$ cat config.mk
export PLATFORM = sky130hd
export DESIGN_NAME = pkt_serializer_flat
export DESIGN_NICKNAME = d
export VERILOG_FILES = /design/src/rtl/pkt_serializer_if.sv /design/src/rtl/pkt_serializer.sv /design/src/flat_wrapper.sv
export SDC_FILE = /design/constraint.sdc
export NUM_CORES = 1
export LEC_CHECK = 0
export CAP_MARGIN = 0
export CORE_UTILIZATION = 48
export CTS_CLUSTER_SIZE = 12
export DETAILED_ROUTE_END_ITERATION = 7
export PLACE_DENSITY = 0.77
export REMOVE_ABC_BUFFERS = 1
export SYNTH_ARGS = -nofsm -noshare
export SYNTH_HDL_FRONTEND = slang
export SYNTH_SLANG_ARGS = --single-unit
$ cat constraint.sdc
create_clock -name clk -period 2.05 [get_ports clk]
set_input_delay 0.41 -clock clk [delete_from_list [all_inputs] [get_ports clk]]
set_output_delay 0.41 -clock clk [all_outputs]
set_load 0.1 [all_outputs]
$ cat src/rtl/pkt_serializer_if.sv
// Packet-in / bits-out bundle for pkt_serializer.
// master = scheduler plus downstream stage (testbench side), slave = the serializer.
interface pkt_serializer_if #(
    parameter int MAX_BYTES = 8
);
    localparam int NBW = $clog2(MAX_BYTES + 1);

    logic                   pktready;
    logic                   pause;
    logic [3:0]             pid;
    logic [6:0]             addr;
    logic [3:0]             endp;
    logic [8*MAX_BYTES-1:0] data;
    logic [NBW-1:0]         nbytes;
    logic                   outb;
    logic                   sending;
    logic                   gotpkt;
    logic                   pktdone;

    modport master (
        output pktready, pause, pid, addr, endp, data, nbytes,
        input  outb, sending, gotpkt, pktdone
    );

    modport slave (
        input  pktready, pause, pid, addr, endp, data, nbytes,
        output outb, sending, gotpkt, pktdone
    );
endinterface

$ cat src/rtl/pkt_serializer.sv
// Serial packet encoder: PID, token and variable-length data fields sent LSB-first.
// Define PKT_SERIALIZER_CRC_EN to append CRC5 to tokens and CRC16 to data packets.
module pkt_serializer #(
    parameter int MAX_BYTES = 8
) (
    input  logic            clk,
    input  logic            rst_L,
    pkt_serializer_if.slave bus
);
    localparam int DW  = 8 * MAX_BYTES;
    localparam int NBW = $clog2(MAX_BYTES + 1);
    localparam int CW  = $clog2(DW + 17);

    typedef enum logic [2:0] {
        IDLE,
        LOAD,
        SEND_PID,
        SEND_ADDR,
        SEND_ENDP,
        SEND_DATA
`ifdef PKT_SERIALIZER_CRC_EN
        ,
        SEND_CRC5,
        SEND_CRC16
`endif
    } state_t;

    state_t         state;
    state_t         next_field;
    logic [CW-1:0]  cnt;
    logic [CW-1:0]  last_idx;
    logic [CW-1:0]  data_bits;
    logic [3:0]     pid_q;
    logic [7:0]     pid_sr;
    logic [6:0]     addr_sr;
    logic [3:0]     endp_sr;
    logic [DW-1:0]  data_sr;
    logic [NBW-1:0] nbytes_q;
    logic           out_bit;
    logic           is_token;
    logic           is_data;
    logic           in_send;
    logic           consume;
    logic           field_last;

`ifdef PKT_SERIALIZER_CRC_EN
    logic [4:0]  crc5;
    logic [15:0] crc16;

    // Bit-serial update, register MSB aligned with the highest polynomial term.
    function automatic logic [4:0] crc5_step(input logic [4:0] c, input logic b);
        return {c[3:0], 1'b0} ^ ({5{c[4] ^ b}} & 5'h05);
    endfunction

    function automatic logic [15:0] crc16_step(input logic [15:0] c, input logic b);
        return {c[14:0], 1'b0} ^ ({16{c[15] ^ b}} & 16'h8005);
    endfunction
`endif

    assign is_token   = (pid_q == 4'b0001) || (pid_q == 4'b1001);
    assign is_data    = (pid_q == 4'b0011) || (pid_q == 4'b1011);
    assign data_bits  = CW'(nbytes_q) << 3;
    assign in_send    = (state != IDLE) && (state != LOAD);
    assign consume    = in_send && !bus.pause;
    assign field_last = (cnt == last_idx);

    // Per-field bit source, final bit index and successor state.
    always_comb begin
        // NOTE: every output gets a default first so no path through the case infers a latch.
        out_bit    = 1'b0;
        last_idx   = '0;
        next_field = IDLE;
        case (state)
            SEND_PID: begin
                out_bit  = pid_sr[0];
                last_idx = CW'(7);
                if (is_token) begin
                    next_field = SEND_ADDR;
                end else if (is_data && (nbytes_q != '0)) begin
                    next_field = SEND_DATA;
                end else if (is_data) begin
`ifdef PKT_SERIALIZER_CRC_EN
                    next_field = SEND_CRC16;
`else
                    next_field = IDLE;
`endif
                end
            end
            SEND_ADDR: begin
                out_bit    = addr_sr[0];
                last_idx   = CW'(6);
                next_field = SEND_ENDP;
            end
            SEND_ENDP: begin
                out_bit  = endp_sr[0];
                last_idx = CW'(3);
`ifdef PKT_SERIALIZER_CRC_EN
                next_field = SEND_CRC5;
`endif
            end
            SEND_DATA: begin
                out_bit  = data_sr[0];
                last_idx = data_bits - CW'(1);
`ifdef PKT_SERIALIZER_CRC_EN
                next_field = SEND_CRC16;
`endif
            end
`ifdef PKT_SERIALIZER_CRC_EN
            // The CRC field is the complemented remainder, MSB first.
            SEND_CRC5: begin
                out_bit  = ~crc5[4];
                last_idx = CW'(4);
            end
            SEND_CRC16: begin
                out_bit  = ~crc16[15];
                last_idx = CW'(15);
            end
`endif
            default: ;
        endcase
    end

    assign bus.outb    = in_send & out_bit;
    assign bus.sending = in_send;
    assign bus.gotpkt  = (state == LOAD);
    assign bus.pktdone = consume && field_last && (next_field == IDLE);

    always_ff @(posedge clk or negedge rst_L) begin
        if (!rst_L) begin
            state    <= IDLE;
            cnt      <= '0;
            pid_q    <= '0;
            pid_sr   <= '0;
            addr_sr  <= '0;
            endp_sr  <= '0;
            // NOTE: the payload is an ordinary flop register rather than a RAM, so it is reset too.
            data_sr  <= '0;
            nbytes_q <= '0;
`ifdef PKT_SERIALIZER_CRC_EN
            crc5     <= '0;
            crc16    <= '0;
`endif
        end else begin
            case (state)
                IDLE: begin
                    if (bus.pktready) state <= LOAD;
                end
                LOAD: begin
                    pid_q    <= bus.pid;
                    pid_sr   <= {~bus.pid, bus.pid};
                    addr_sr  <= bus.addr;
                    endp_sr  <= bus.endp;
                    data_sr  <= bus.data;
                    nbytes_q <= (bus.nbytes > NBW'(MAX_BYTES)) ? NBW'(MAX_BYTES) : bus.nbytes;
                    cnt      <= '0;
`ifdef PKT_SERIALIZER_CRC_EN
                    crc5     <= '1;
                    crc16    <= '1;
`endif
                    state    <= SEND_PID;
                end
                default: begin
                    if (consume) begin
                        cnt <= field_last ? '0 : cnt + CW'(1);
                        if (field_last) state <= next_field;
                        case (state)
                            SEND_PID:  pid_sr <= pid_sr >> 1;
                            SEND_ADDR: begin
                                addr_sr <= addr_sr >> 1;
`ifdef PKT_SERIALIZER_CRC_EN
                                crc5    <= crc5_step(crc5, addr_sr[0]);
`endif
                            end
                            SEND_ENDP: begin
                                endp_sr <= endp_sr >> 1;
`ifdef PKT_SERIALIZER_CRC_EN
                                crc5    <= crc5_step(crc5, endp_sr[0]);
`endif
                            end
                            SEND_DATA: begin
                                data_sr <= data_sr >> 1;
`ifdef PKT_SERIALIZER_CRC_EN
                                crc16   <= crc16_step(crc16, data_sr[0]);
`endif
                            end
`ifdef PKT_SERIALIZER_CRC_EN
                            SEND_CRC5:  crc5  <= crc5 << 1;
                            SEND_CRC16: crc16 <= crc16 << 1;
`endif
                            default: ;
                        endcase
                    end
                end
            endcase
        end
    end
endmodule

$ cat src/flat_wrapper.sv
// flat-port wrapper written by rule: the top's interface ports become plain ports
module pkt_serializer_flat 
#(
    parameter int MAX_BYTES = 8
)
  (clk, rst_L, bus_pktready, bus_pause, bus_pid, bus_addr, bus_endp, bus_data, bus_nbytes, bus_outb, bus_sending, bus_gotpkt, bus_pktdone);
  pkt_serializer_if #(.MAX_BYTES(MAX_BYTES)) bus_i ();
  input  logic clk;
  input  logic rst_L;
  input wire logic [$bits(bus_i.pktready)-1:0] bus_pktready;
  input wire logic [$bits(bus_i.pause)-1:0] bus_pause;
  input wire logic [$bits(bus_i.pid)-1:0] bus_pid;
  input wire logic [$bits(bus_i.addr)-1:0] bus_addr;
  input wire logic [$bits(bus_i.endp)-1:0] bus_endp;
  input wire logic [$bits(bus_i.data)-1:0] bus_data;
  input wire logic [$bits(bus_i.nbytes)-1:0] bus_nbytes;
  output wire logic [$bits(bus_i.outb)-1:0] bus_outb;
  output wire logic [$bits(bus_i.sending)-1:0] bus_sending;
  output wire logic [$bits(bus_i.gotpkt)-1:0] bus_gotpkt;
  output wire logic [$bits(bus_i.pktdone)-1:0] bus_pktdone;
  assign bus_i.pktready = bus_pktready;
  assign bus_i.pause = bus_pause;
  assign bus_i.pid = bus_pid;
  assign bus_i.addr = bus_addr;
  assign bus_i.endp = bus_endp;
  assign bus_i.data = bus_data;
  assign bus_i.nbytes = bus_nbytes;
  assign bus_outb = bus_i.outb;
  assign bus_sending = bus_i.sending;
  assign bus_gotpkt = bus_i.gotpkt;
  assign bus_pktdone = bus_i.pktdone;
  pkt_serializer #(.MAX_BYTES(MAX_BYTES)) u_core (.clk(clk), .rst_L(rst_L), .bus(bus_i));
endmodule
Word-level counts from Yosys, hierarchy flattened
Cells that the tools add are included.
{ "word_totals": {"wordCells": 76, "inputBits": 87, "reg_bits": 101} }
{ "classes": {"n_bitwise": 3, "eq_ne": 12, "order_cmp": 1, "muxes": 25, "n_addsub": 2, "n_reduce_logical": 25} }
{ "ops": {"columns": ["cell", "count"], "rows": [
  ["2-to-1 mux 64 bit", 2],
  ["one-hot mux 64 bit (2 select lines)", 1],
  ["2-to-1 mux 7 bit", 4],
  ["one-hot mux 7 bit (2 select lines)", 2],
  ["one-hot mux 7 bit (4 select lines)", 1],
  ["2-to-1 mux 8 bit", 2],
  ["one-hot mux 8 bit (2 select lines)", 1],
  ["2-to-1 mux 3 bit", 5],
  ["AND reduction 3 bit", 5],
  ["2-to-1 mux 4 bit", 3],
  ["one-hot mux 3 bit (2 select lines)", 2],
  ["nonzero test 2 bit", 5],
  ["nonzero test 3 bit", 3],
  ["equality test 4 bit (second input constant)", 2],
  ["one-hot mux 4 bit (2 select lines)", 1],
  ["adder 7 x 1 -> 7 bit (second input constant)", 1],
  ["equality test 7 bit", 1],
  ["subtractor 7 x 1 -> 7 bit (second input constant)", 1],
  ["equality test 3 x 2 -> 1 bit (second input constant)", 2],
  ["equality test 3 bit (second input constant)", 2],
  ["zero test 3 bit", 2],
  ["logical AND 1 bit", 5],
  ["equality test 4 x 1 -> 1 bit (second input constant)", 1],
  ["equality test 4 x 2 -> 1 bit (second input constant)", 1],
  ["12 further kinds", 13]
]} }

Logic depth before layout (Yosys ltp)
{ "logic_depth": {"ltp_word": 9, "depth_mapped": 8, "mapped_depth_nobuf": 8} }

Worst setup path before layout
No wires, ideal clock.
{ "synth_timing": {"path_type": "register to output", "from": "register u_core.nbytes_q[0]", "to": "output bus_pktdone", "path_slack_ps": -1861, "arrival_ps": 3501, "stages_incl_launch_ff": 8, "n_path_buf": 0, "t_required_ps": 1640, "path_cell_list": "dfrtp_1 -> inv_1 -> ha_1 -> xnor2_1 -> o21a_1 -> nor4_4 -> nand3_1 -> nor3_1"} }
{ "synth_between": {"elab_chain_cells": 7, "elab_cells_between_ends": 11, "classes_between": "add/sub (1); eq/ne (1); mux (4); reduce/logical (5)"} }
{ "synth_rtl": {"columns": ["item", "line_no", "rtl"], "rows": [
  ["start, declared", "pkt_serializer.sv:38", "logic [NBW-1:0] nbytes_q;"],
  ["start signal, assigned", "pkt_serializer.sv:154", "nbytes_q <= (bus.nbytes > NBW'(MAX_BYTES)) ? NBW'(MAX_BYTES) : bus.nbytes;"],
  ["branches (longest 6 deep; another with subtractor 7 x 1 -> 7 bit)", null, null],
  ["logical AND 1 bit *", "pkt_serializer.sv:126", "assign bus.pktdone = consume && field_last && (next_field == IDLE);"],
  ["end, declared", "flat_wrapper.sv:20", "output wire logic [$bits(bus_i.pktdone)-1:0] bus_pktdone;"]
]} }
Mark *: on every way between the ends.

Worst setup path after layout
{ "layout_timing": {"from": "register u_core.nbytes_q[1]", "to": "output bus_pktdone"} }
The elaborated chain is that of the path after synthesis.

==> results.sh <==
export IMPL_fin_cells=816
export IMPL_synth_warnings=0
export IMPL_fillers=672
export IMPL_grt_pass1_wl_um=20300
export IMPL_period_minus_slack_ns=2.64
export IMPL_chipHeight_um=104
export IMPL_drive_gt1_share_pct=23.0
export IMPL_startpoint_type="flop"
export IMPL_diodes=0
export IMPL_cts_tree="yes"
export IMPL_path_common_cell="buf_4"
export IMPL_rsz0062_at_grt="true"
export IMPL_cpPeakStageDelay_ns=0.41
export IMPL_syn_inst=527
export IMPL_drt_iter0_drc=189
export IMPL_top_layer_used="met4"
export IMPL_path_clk_slew_ns=0.10
export IMPL_fp_dieW_um=104
export IMPL_cp_arrival_ns=2.23
export IMPL_endpoint_kind="output pin"
export IMPL_powerDensity_nw_per_um2=1330
export IMPL_dp_cells=768
export IMPL_syn_to_final_growth_pct=47.9
export IMPL_max_freq_mhz=379
export IMPL_wl_per_cell_um=16.6
export IMPL_io_buffers=90
export IMPL_clock_skew_final_ns=0.0107
export IMPL_first_pass_iters=4
export IMPL_static_leakage_power_uw=0.00312
export IMPL_setup_viol=93
export IMPL_place_ws_ns=-0.196
export IMPL_multi_input_area_um2=2580
export IMPL_start_util_pct=50.3
export IMPL_rows=36
export IMPL_synth_area_per_cell_um2=9.50
export IMPL_critPathKind="reg -> out"
export IMPL_grt_max_degree=55
export IMPL_drt_wl_total_um=13600
export IMPL_met2_length_um=6920
export IMPL_finalPower_uw=9870
export IMPL_status="finished with violations"
export IMPL_cts_root_buffer="clkbuf_8"
export IMPL_nets=768
export IMPL_crit_chain="buf_4 -> buf_4 -> o31a_1 -> or2_1 -> a22o_1 -> o21ai_1 -> nor3_2 -> buf_4 -> buf_12"
export IMPL_yosysTopAreaCellShare_pct=50.0
export IMPL_vias_per_cell=5.45
export IMPL_detail_route_antenna_nets=0
export IMPL_die_area_um2=10800
export IMPL_place_area_um2=6460
export IMPL_violations="setup timing"
export IMPL_fin_area_um2=7410
export IMPL_ys_seq_area_share_pct=50.0
export IMPL_synth_area_top_cells="dfrtp_1 (50%), mux2i_1 (14%), nand2_1 (8.0%)"
export IMPL_num_io_pins=91
export IMPL_synthArstFlopShare_pct=100
export IMPL_wl_met3_um=851
export IMPL_cts_hold_fix_buffers=0
export IMPL_clock_sinks=100
export IMPL_clk_path_buf_depth=2
export IMPL_route_detailed_drc=0
export IMPL_synth_edf_count=0
export IMPL_worst_pin_slew_ns=0.576
export IMPL_crit_fanout=3
export IMPL_relSlewSlack_pct=61.6
export IMPL_maxCapViolations=0
export IMPL_antenna_found_initial=0
export IMPL_vias=4450
export IMPL_seq_area_um2=2510
export IMPL_ys_top_cells_by_count="nand2_1 (107), dfrtp_1 (100), o21ai_0 (71)"
export IMPL_grt_pass1_vias=4392
export IMPL_cpMaxStageDelayCell="dfrtp_1"
export IMPL_finalHoldViolations=0
export IMPL_grtUsageTotal_pct=23.5
export IMPL_min_path_type="in -> async"
export IMPL_cp_required_ns=1.64
export IMPL_yosys_area_top_type="dfrtp_1"
export IMPL_ys_flop_type="dfrtp_1"
export IMPL_finalCritPeriodShare_pct=129
export IMPL_hpwl_um=8560
export IMPL_maxSlewViolCount=0
export IMPL_ir_worst_vdd_v=0.00113
export IMPL_ys_seq_elements=100
export IMPL_cts_inserted_buffers=9
export IMPL_core_area_um2=9950
export IMPL_yosysMostFrequentCell="nand2_1"
export IMPL_h_tree_depth=3
export IMPL_globalRouteOverflowTotal=0
export IMPL_syn_area_um2=5010
export IMPL_layout_setup_ws_ns=-0.591
export IMPL_routedLengthMet1_um=5520
export IMPL_yosysUniqueCellTypes=49
export IMPL_gp_congestion=0.892
export IMPL_clk_latency_ns=0.37
export IMPL_finalHoldWorstSlack_ns=0.0261
-- sequential cells by signal (all words and copies together) (netlist names) --
| name | flops |
|---|---|
| u_core.addr_sr | 7 |
| u_core.cnt | 7 |
| u_core.data_sr | 64 |
| u_core.endp_sr | 4 |
| u_core.nbytes_q | 4 |
| u_core.pid_q | 3 |
| u_core.pid_sr | 8 |
| u_core.state | 3 |
-- cell type report --
cell class / instances / share of cell area (%)
clock buffers: 10 / 1.86
inverters: 11 / 0.625
well taps: 133 / 2.25
clock inverters: 6 / 0.929
multi-input cells: 382 / 34.9
repair buffers: 174 / 25.7
flip-flops and latches: 100 / 33.8
-- logic make-up (layout without fill, tap and decap cells) --
kind of cell / Yosys count / count (layout) / synth area share [%]
and+or+nand+nor: 179 / 179 / 16.1
AOI/OAI and AO/OA: 126 / 126 / 14.2
DFF: 100 / 100 / 50.0
muxes: 71 / 71 / 14.2
buffers and inverters: 45 / 201 / 3.95
adders and majority gates: 3 / 3 / 0.750
xor gates and xnor gates: 3 / 3 / 0.824
-- metrics by stage --
stage,TNS (ns),utilization (%)
detailed placement,-0.841,64.9
global placement,-0.423,64.9
CTS,-1.49,70.2
finish,-15.26,74.4
floorplan,-129.39,-
global route,-20.48,74.4
-- cell usage in the layout (no fill, tap or decap), types with 5 or more instances in the layout --
cell,netlist,routed
clkbuf_16,0,6
nor2_1,29,24
clkdlybuf4s50_1,0,85
inv_1,10,7
buf_6,1,10
clkbuf_8,0,10
dfrtp_1,100,97
a31oi_1,9,8
nand2_1,107,103
buf_12,0,13
nor3_1,13,9
o21ai_1,13,71
buf_8,0,5
a21oi_1,14,12
mux2i_1,70,63
buf_4,2,53
o21ai_0,71,9
-- final timing paths --
kind / startpoint / to / slack [ns] / cells after the start
max: u_core.nbytes_q[1] / bus_pktdone / -0.59 / 9
min: rst_L / u_core.nbytes_q[3] / 0.03 / 1
max reg2reg: u_core.nbytes_q[1] / u_core.state[1] / -0.54 / 15
min reg2reg: u_core.data_sr[2] / u_core.data_sr[2] / 0.50 / 2
max in group asynchronous: rst_L / u_core.data_sr[40] / 1.34 / 2
min in group clk: u_core.data_sr[2] / u_core.data_sr[2] / 0.50 / 2
-- metal layers --
metal  vias up  GRT usage (%)
li1       2141              -
met1      2139           28.4
met2       143           41.2
met3        27           6.14
met4         0           6.84
met5         -              0
-- power by group --
part | switching [uW] | leakage [uW] | internal, uW | total, uW
Clock | 721 | 0.000109 | 612 | 1330
Sequential | 472 | 0.00129 | 2620 | 3090
Combinational | 2650 | 0.00172 | 2800 | 5450
-- timing repair --
action / in CTS / in global routing
gates resized for setup: 39 / 103
setup buffers: 16 / 9
hold endpoints to repair: 0 / 0
pin swaps: 10 / 31
cloned: 2 / 7
setup endpoints to repair: 10 / 80
-- critical path, delay by kind of cell (launching register included) --
family	cells	cell delay [ns]
AOI/OAI and AO/OA	3	0.60
buffers and inverters	4	0.55
DFF	1	0.41
and+or+nand+nor	2	0.28
Power figures use the tool's default switching activity.
